<file path="src/rtl/snoop_responder.sv">
`default_nettype none
// ============================================================================
// Module      : snoop_responder
// Description : Coherence snoop responder for a 2-way, 8-set, 2-word-block
//               dcache. Accepts a snoop from the memory controller, looks the
//               address up through the dcache arrays, supplies a dirty block
//               word by word, downgrades or invalidates the line, and clears
//               a matching LL reservation on invalidating snoops.
// Ports       : CLK, nRST             - clock, async active-low reset
//               ccwait/ccinv/ccsnoopaddr - snoop request from controller
//               lk_addr / lk_*        - array lookup address and result
//               dwait                 - controller word-accept stall
//               cctrans/ccwrite/snp_dstore - snoop response to controller
//               upd_en/upd_way/upd_inv - one-cycle array state update
//               link_addr/link_valid/link_clr - LL reservation interface
//               snoop_busy            - arrays owned by the snooper
// Revision    : 1.0 - initial release
// ============================================================================
module snoop_responder (
  input  logic        CLK,
  input  logic        nRST,
  input  logic        ccwait,
  input  logic        ccinv,
  input  logic [31:0] ccsnoopaddr,
  output logic [31:0] lk_addr,
  input  logic        lk_hit,
  input  logic        lk_dirty,
  input  logic        lk_way,
  input  logic [31:0] lk_data0,
  input  logic [31:0] lk_data1,
  input  logic        dwait,
  output logic        cctrans,
  output logic        ccwrite,
  output logic [31:0] snp_dstore,
  output logic        upd_en,
  output logic        upd_way,
  output logic        upd_inv,
  input  logic [31:0] link_addr,
  input  logic        link_valid,
  output logic        link_clr,
  output logic        snoop_busy
);

  localparam logic [2:0] C_IDLE   = 3'd0;
  localparam logic [2:0] C_LOOKUP = 3'd1;
  localparam logic [2:0] C_SUP1   = 3'd2;
  localparam logic [2:0] C_SUP2   = 3'd3;
  localparam logic [2:0] C_UPDATE = 3'd4;
  localparam logic [2:0] C_DONE   = 3'd5;

  logic [2:0]  r_state;
  logic [2:0]  w_next_state;
  logic [31:0] r_addr;
  logic        r_inv;
  logic        r_hit;
  logic        r_dirty;
  logic        r_way;
  logic [31:0] r_data0;
  logic [31:0] r_data1;
  logic        w_link_match;
  logic        w_unused;

  // Byte/word offset inside the reservation is irrelevant to block matching.
  assign w_unused = &{1'b0, link_addr[2:0]};

  // Reservation granularity is the 8-byte block.
  assign w_link_match = link_valid && (link_addr[31:3] == r_addr[31:3]);

  // lk_addr comes straight from the latched address, so it only ever changes
  // on entry to LOOKUP and otherwise holds the last snooped address.
  assign lk_addr = r_addr;

  // State register
  always_ff @(posedge CLK or negedge nRST) begin
    if (!nRST) begin
      r_state <= C_IDLE;
    end else begin
      r_state <= w_next_state;
    end
  end

  // Snoop context and lookup capture
  always_ff @(posedge CLK or negedge nRST) begin
    if (!nRST) begin
      r_addr  <= 32'd0;
      r_inv   <= 1'b0;
      r_hit   <= 1'b0;
      r_dirty <= 1'b0;
      r_way   <= 1'b0;
      r_data0 <= 32'd0;
      r_data1 <= 32'd0;
    end else begin
      if (r_state == C_IDLE && ccwait) begin
        r_addr <= ccsnoopaddr;
        r_inv  <= ccinv;
      end
      // Lookup results are only trusted during LOOKUP; later changes on the
      // lk_* inputs have no effect on the rest of the snoop.
      if (r_state == C_LOOKUP) begin
        r_hit   <= lk_hit;
        r_dirty <= lk_dirty;
        r_way   <= lk_way;
        r_data0 <= lk_data0;
        r_data1 <= lk_data1;
      end
    end
  end

  // Next-state logic
  always_comb begin
    w_next_state = r_state;
    case (r_state)
      C_IDLE: begin
        if (ccwait) w_next_state = C_LOOKUP;
      end
      C_LOOKUP: begin
        if (!ccwait)                        w_next_state = C_IDLE;
        else if (lk_hit && lk_dirty)        w_next_state = C_SUP1;
        else if (lk_hit && r_inv)           w_next_state = C_UPDATE;
        else                                w_next_state = C_DONE;
      end
      C_SUP1: begin
        if (!ccwait)     w_next_state = C_IDLE;
        else if (!dwait) w_next_state = C_SUP2;
      end
      C_SUP2: begin
        if (!ccwait)     w_next_state = C_IDLE;
        else if (!dwait) w_next_state = C_UPDATE;
      end
      // The array update is committed even if the controller drops ccwait.
      C_UPDATE: w_next_state = C_DONE;
      C_DONE: begin
        if (!ccwait) w_next_state = C_IDLE;
      end
      default: w_next_state = C_IDLE;
    endcase
  end

  // Output logic
  always_comb begin
    cctrans    = 1'b0;
    ccwrite    = 1'b0;
    snp_dstore = 32'd0;
    upd_en     = 1'b0;
    upd_way    = 1'b0;
    upd_inv    = 1'b0;
    link_clr   = 1'b0;
    snoop_busy = (r_state != C_IDLE);
    case (r_state)
      C_LOOKUP: begin
        // Reservation is killed by any invalidating snoop to its block,
        // whether or not this cache holds the line.
        link_clr = r_inv && w_link_match;
      end
      C_SUP1: begin
        cctrans    = 1'b1;
        ccwrite    = 1'b1;
        snp_dstore = r_data0;
      end
      C_SUP2: begin
        cctrans    = 1'b1;
        ccwrite    = 1'b1;
        snp_dstore = r_data1;
      end
      C_UPDATE: begin
        cctrans = 1'b1;
        ccwrite = r_hit && r_dirty;
        upd_en  = 1'b1;
        upd_way = r_way;
        upd_inv = r_inv;
      end
      C_DONE: begin
        cctrans = 1'b1;
        ccwrite = r_hit && r_dirty;
      end
      default: ;
    endcase
  end

endmodule
`default_nettype wire

</file>
<file path="config.mk">
export PLATFORM = sky130hd
export DESIGN_NAME = snoop_responder
export DESIGN_NICKNAME = d
export VERILOG_FILES = /design/src/rtl/snoop_responder.sv
export SDC_FILE = /design/constraint.sdc
export NUM_CORES = 1
export LEC_CHECK = 0
export ABC_AREA = 0
export BUFFER_PORTS_ARGS = -buffer_cell sky130_fd_sc_hd__buf_2
export CAP_MARGIN = 25
export CORE_MARGIN = 2
export CORE_UTILIZATION = 34
export DETAILED_ROUTE_END_ITERATION = 10
export PLACE_DENSITY = 0.69
export SLEW_MARGIN = 20
export SYNTH_ARGS = -nofsm -noshare
export SYNTH_HDL_FRONTEND = slang
export SYNTH_SLANG_ARGS = --single-unit
</file>
<file path="constraint.sdc">
create_clock -name CLK -period 1.8 [get_ports CLK]
set_input_delay 0.09 -clock CLK [delete_from_list [all_inputs] [get_ports CLK]]
set_output_delay 0.09 -clock CLK [all_outputs]
set_load 0.01 [all_outputs]
</file>
### After elaboration in Yosys (flattened, before gate mapping)

Cells that the tools add are included.

* register bits: 103
* input port bits: 137
* output and inout port bits: 71
* logic and storage cells: 47

* eq/ne operators: 10
* muxes and demuxes: 17
* reductions and logical operators: 12

Operator list (count)
* $pmux W32 S2: 1
* $eq A29 B29 Y1: 1
* $mux W3: 8
* $pmux W3 S6: 1
* $eq A3 B2 Y1 const B: 2
* $eq A3 B3 Y1 const B: 2
* $logic_and A1 B1 Y1: 6
* $mux W1: 6
* $ne A3 B3 Y1 const B: 2
* $ne A2 B2 Y1 const B: 2
* $reduce_and A4 Y1: 1
* $reduce_or A2 Y1: 2
* $reduce_or A4 Y1: 1
* $eq A3 B1 Y1 const B: 1
* $logic_not A3 Y1: 1
* $reduce_bool A3 Y1: 1
* $pmux W1 S2: 1

### Logic depth before layout (Yosys ltp)

* word-level depth: 5
* depth in mapped cells: 7
* depth with buffers taken out: 4

### Worst setup path before layout

Ideal clock, no wire load.

* path kind: flip-flop to output port
* from: reg r_addr[21], in the netlist lk_addr[21]
* to: out link_clr
* data arrival time: 1.494 ns
* data required time: 1.710 ns
* setup slack: 0.216 ns
* cell stages (with the launch flop): 5
* buffers on the path: 0
* cell sequence: dfrtp_1 -> xnor2_1 -> nand3_1 -> or4_1 -> nor4_2

* cells in the longest elaborated chain, start to end: 4

Ends and longest elaborated chain
* start, declared: RTL line 53 `logic [31:0] r_addr;`
* start signal, assigned: RTL line 94 `r_addr <= ccsnoopaddr;`
* $eq A29 B29 Y1: RTL line 67 `assign w_link_match = link_valid && (link_addr[31:3] == r_addr[31:3]);`
* $logic_and A1 B1 Y1: RTL line 67
* $logic_and A1 B1 Y1: RTL line 153 `link_clr = r_inv && w_link_match;`
* $mux W1: RTL line 149 `case (r_state)`
* end, declared: RTL line 40 `output logic link_clr,`

No other way between the ends.

### Worst setup path after layout

* from: reg r_addr[17], in the netlist lk_addr[17]
* to: out link_clr

The elaborated chain is that of the path after synthesis.

==> results.json <==
{
  "wl_um": 15890,
  "cp.required_ps": 1710,
  "skew_ps": 7.146,
  "clock_latency_ps": 350,
  "hold_depth": 2,
  "cts_buffers": 9,
  "critPathArrivalTime_ps": 1940,
  "dp_cells": 734,
  "numClockSinks": 103,
  "clkTransAtPathRegs_ps": 70,
  "port_buffers": 204,
  "hold_path_end": "r_dirty",
  "r2r_cells": 6,
  "cts-root-buf": "clkbuf_16",
  "dieArea_sq_um": 15090,
  "first_pass_iters": 4,
  "timing.rr.end": "lk_addr[26]",
  "maxCapViolCount": 0,
  "max_freq_ghz": 0.4915,
  "synth_top_family_by_area": "multiplexers",
  "crit_fanout": 2,
  "fin_total_pwr_w": 0.01081,
  "grt_pass1_wl_um": 24410,
  "synth_area_per_cell_sq_um": 13.37,
  "setup_violations": 33,
  "rsz0062_at_grt": "yes",
  "syn_inst": 359,
  "utilization": 0.5746,
  "status": "complete, but fails checks",
  "whs_ps": 50.32,
  "cp-end-kind": "output port",
  "clock_path_buffers": 2,
  "grt.total_usage": 0.2147,
  "syn_nets": 498,
  "wire_per_inst_um": 18.26,
  "maxSlewViolCount": 0,
  "hold_path_class": "primary input to flip-flop",
  "layoutNonFillerInstCount": 870,
  "place_hpwl_um": 8573,
  "start_util": 0.3472,
  "syn-cell-area_sq_um": 4801,
  "fin_nets": 824,
  "grt_overflow_total": 0,
  "grt_max_degree": 60,
  "n_antenna_cell": 0,
  "period_needed_ps": 2035,
  "ys_ff_latch": 103,
  "p_leak_nw": 3.504,
  "startpoint": "lk_addr[17]",
  "die_w_um": 122.8,
  "start_kind": "flip-flop",
  "setup_ws_ps": -234.5,
  "area.growth.synth_to_final_pct": 65.49,
  "synth-seq-area-share": 0.5369,
  "tightest_slew_ps": 343.3,
  "io-pin-count": 208,
  "synth_warnings": 0,
  "synth-compound-area-share": 0.06359,
  "grt_pass1_vias": 4744,
  "core_area_sq_um": 13830,
  "violations": "setup timing",
  "drc": 0,
  "p_per_area_nw_per_um2": 1361,
  "timing.final.crit_share": 1.130,
  "rrSetupSlack_ps": 120,
  "vias": 4285,
  "drive_gt1_frac": 0.5768,
  "ir_worst_vdd_mv": 0.8147,
  "yosys.cell_types.count": 31,
  "synth_xor_xnor_area_share": 0.05473,
  "fp.dieH_um": 122.8,
  "reg2reg_from": "r_state[2]",
  "max_slew_margin": 0.7711,
  "place_congestion": 0.8409,
  "critPathKind": "flip-flop to output port",
  "ant_nets": 0,
  "htreeDepth": 3,
  "synth_fa_ha_area_frac": 0.005212,
  "min-delay-start": "lk_dirty",
  "synth-simple-area-share": 0.07480,
  "hold_viol": 0,
  "std_cell_rows": 43,
  "first_iter_violations": 149,
  "viasPerCell": 4.925,
  "synthMuxAreaShare": 0.2346,
  "cts_tree": "done",
  "antenna_found_initial": 0
}
-- where the power goes --
group / total (W) / internal (W) / switching [W]
Sequential: 0.00448 / 0.00353 / 0.000948
Combinational: 0.00450 / 0.00260 / 0.00190
Clock: 0.00183 / 0.000946 / 0.000886
-- synth_stat cells (all sizes together) --
library cell / n / area share
nor3: 6 / 0.011
mux2: 100 / 0.23
o2bb2ai: 1 / 0.0018
o2111ai: 1 / 0.0018
a31oi: 1 / 0.0013
inv: 5 / 0.0039
nand3: 1 / 0.0010
or4: 1 / 0.0016
ha: 2 / 0.0052
nand4: 4 / 0.0052
a211oi: 1 / 0.0016
and3: 2 / 0.0026
xnor2: 7 / 0.013
o21ai: 2 / 0.0021
o41ai: 1 / 0.0018
nor4: 5 / 0.0078
a21oi: 3 / 0.0031
xor2: 23 / 0.042
clkbuf: 3 / 0.0023
nor2b: 32 / 0.042
nand2: 2 / 0.0016
buf: 18 / 0.024
nor2: 3 / 0.0023
a22oi: 32 / 0.050
dfrtp: 103 / 0.54
-- kinds of logic (layout without fill, tap and decap cells) --
kind of cell               after synthesis  in the layout
xor gates and xnor gates                30             30
DFF                                    103            103
buffers and inverters                   26            357
muxes                                  100            100
AOI/OAI and AO/OA                       42             42
adders and majority gates                2              2
and+or+nand+nor                         56             56
-- worst max-delay path, stage by stage (launching register included) --
cell and delay, ps:
dfrtp_1 390, xor2_1 160, nor4_2 370, nand4_1 200, nor4_4 310, buf_2 180
-- worst max-delay path by stage --
stage,slack [ps],end
floorplan,220,link_clr
global placement,80,link_clr
detailed placement,80,link_clr
CTS,-240,link_clr
global route,-350,link_clr
finish,-230,link_clr
-- timing repair --
item	in CTS	in global routing
setup buffers	14	4
hold buffers	100	0
endpoints found under the hold margin	202	0
setup endpoints to repair	34	34
gates cloned	7	0
gates resized for setup	59	5
pin swaps	36	2
-- placed cells by master, fill, tap and decap left out, types with 2 or more instances in the layout --
master / instances
buf_2: 203
dfrtp_1: 101
dlygate4sd3_1: 100
mux2_2: 99
a22oi_2: 32
nor2b_1: 31
xor2_1: 23
buf_12: 14
clkbuf_16: 9
buf_4: 9
xnor2_1: 7
buf_6: 6
nor3_4: 4
nand4_1: 4
inv_6: 3
nor2_1: 3
nor4_2: 3
a21oi_1: 3
clkinvlp_4: 3
buf_16: 3
nor3_1: 2
nand2_1: 2
inv_1: 2
and3_1: 2
o21ai_0: 2
dfrtp_2: 2
-- layout make-up --
class,count,area (sq um)
clock buffers,10,229.0
clock inverters,6,45.04
fillers,1061,5882
inverters,5,28.78
multi-input cells,230,2307
flip-flops and latches,103,2580
well taps,180,225.2
repair buffers,336,2530
-- layer usage --
| metal | up-vias | track usage | wire length (um) |
|---|---|---|---|
| li1 | 1949 | - | - |
| met4 | 0 | 0.1020 | 412 |
| met1 | 2096 | 0.2402 | 6107 |
| met2 | 205 | 0.3809 | 8229 |
| met3 | 35 | 0.05251 | 1136 |
| met5 | - | 0 | 0 |
-- state kept, by name (all words and copies together) (netlist names) --
signal   flops
r_data1     32
r_way        1
r_hit        1
r_data0     32
r_inv        1
lk_addr     32
r_dirty      1
r_state      3
-- stage by stage --
stage          setup WS (ps)  TNS [ps]  instance area (sq um)
2_1_floorplan          215.8         0                   4801
3_3_place_gp           82.28         0                   6123
3_5_place_dp           76.06         0                   6123
4_1_cts               -240.2     -4075                   7974
5_1_grt               -350.0     -5394                   7945
6_report              -234.5     -2186                   7945
Power figures use the tool's default switching activity.
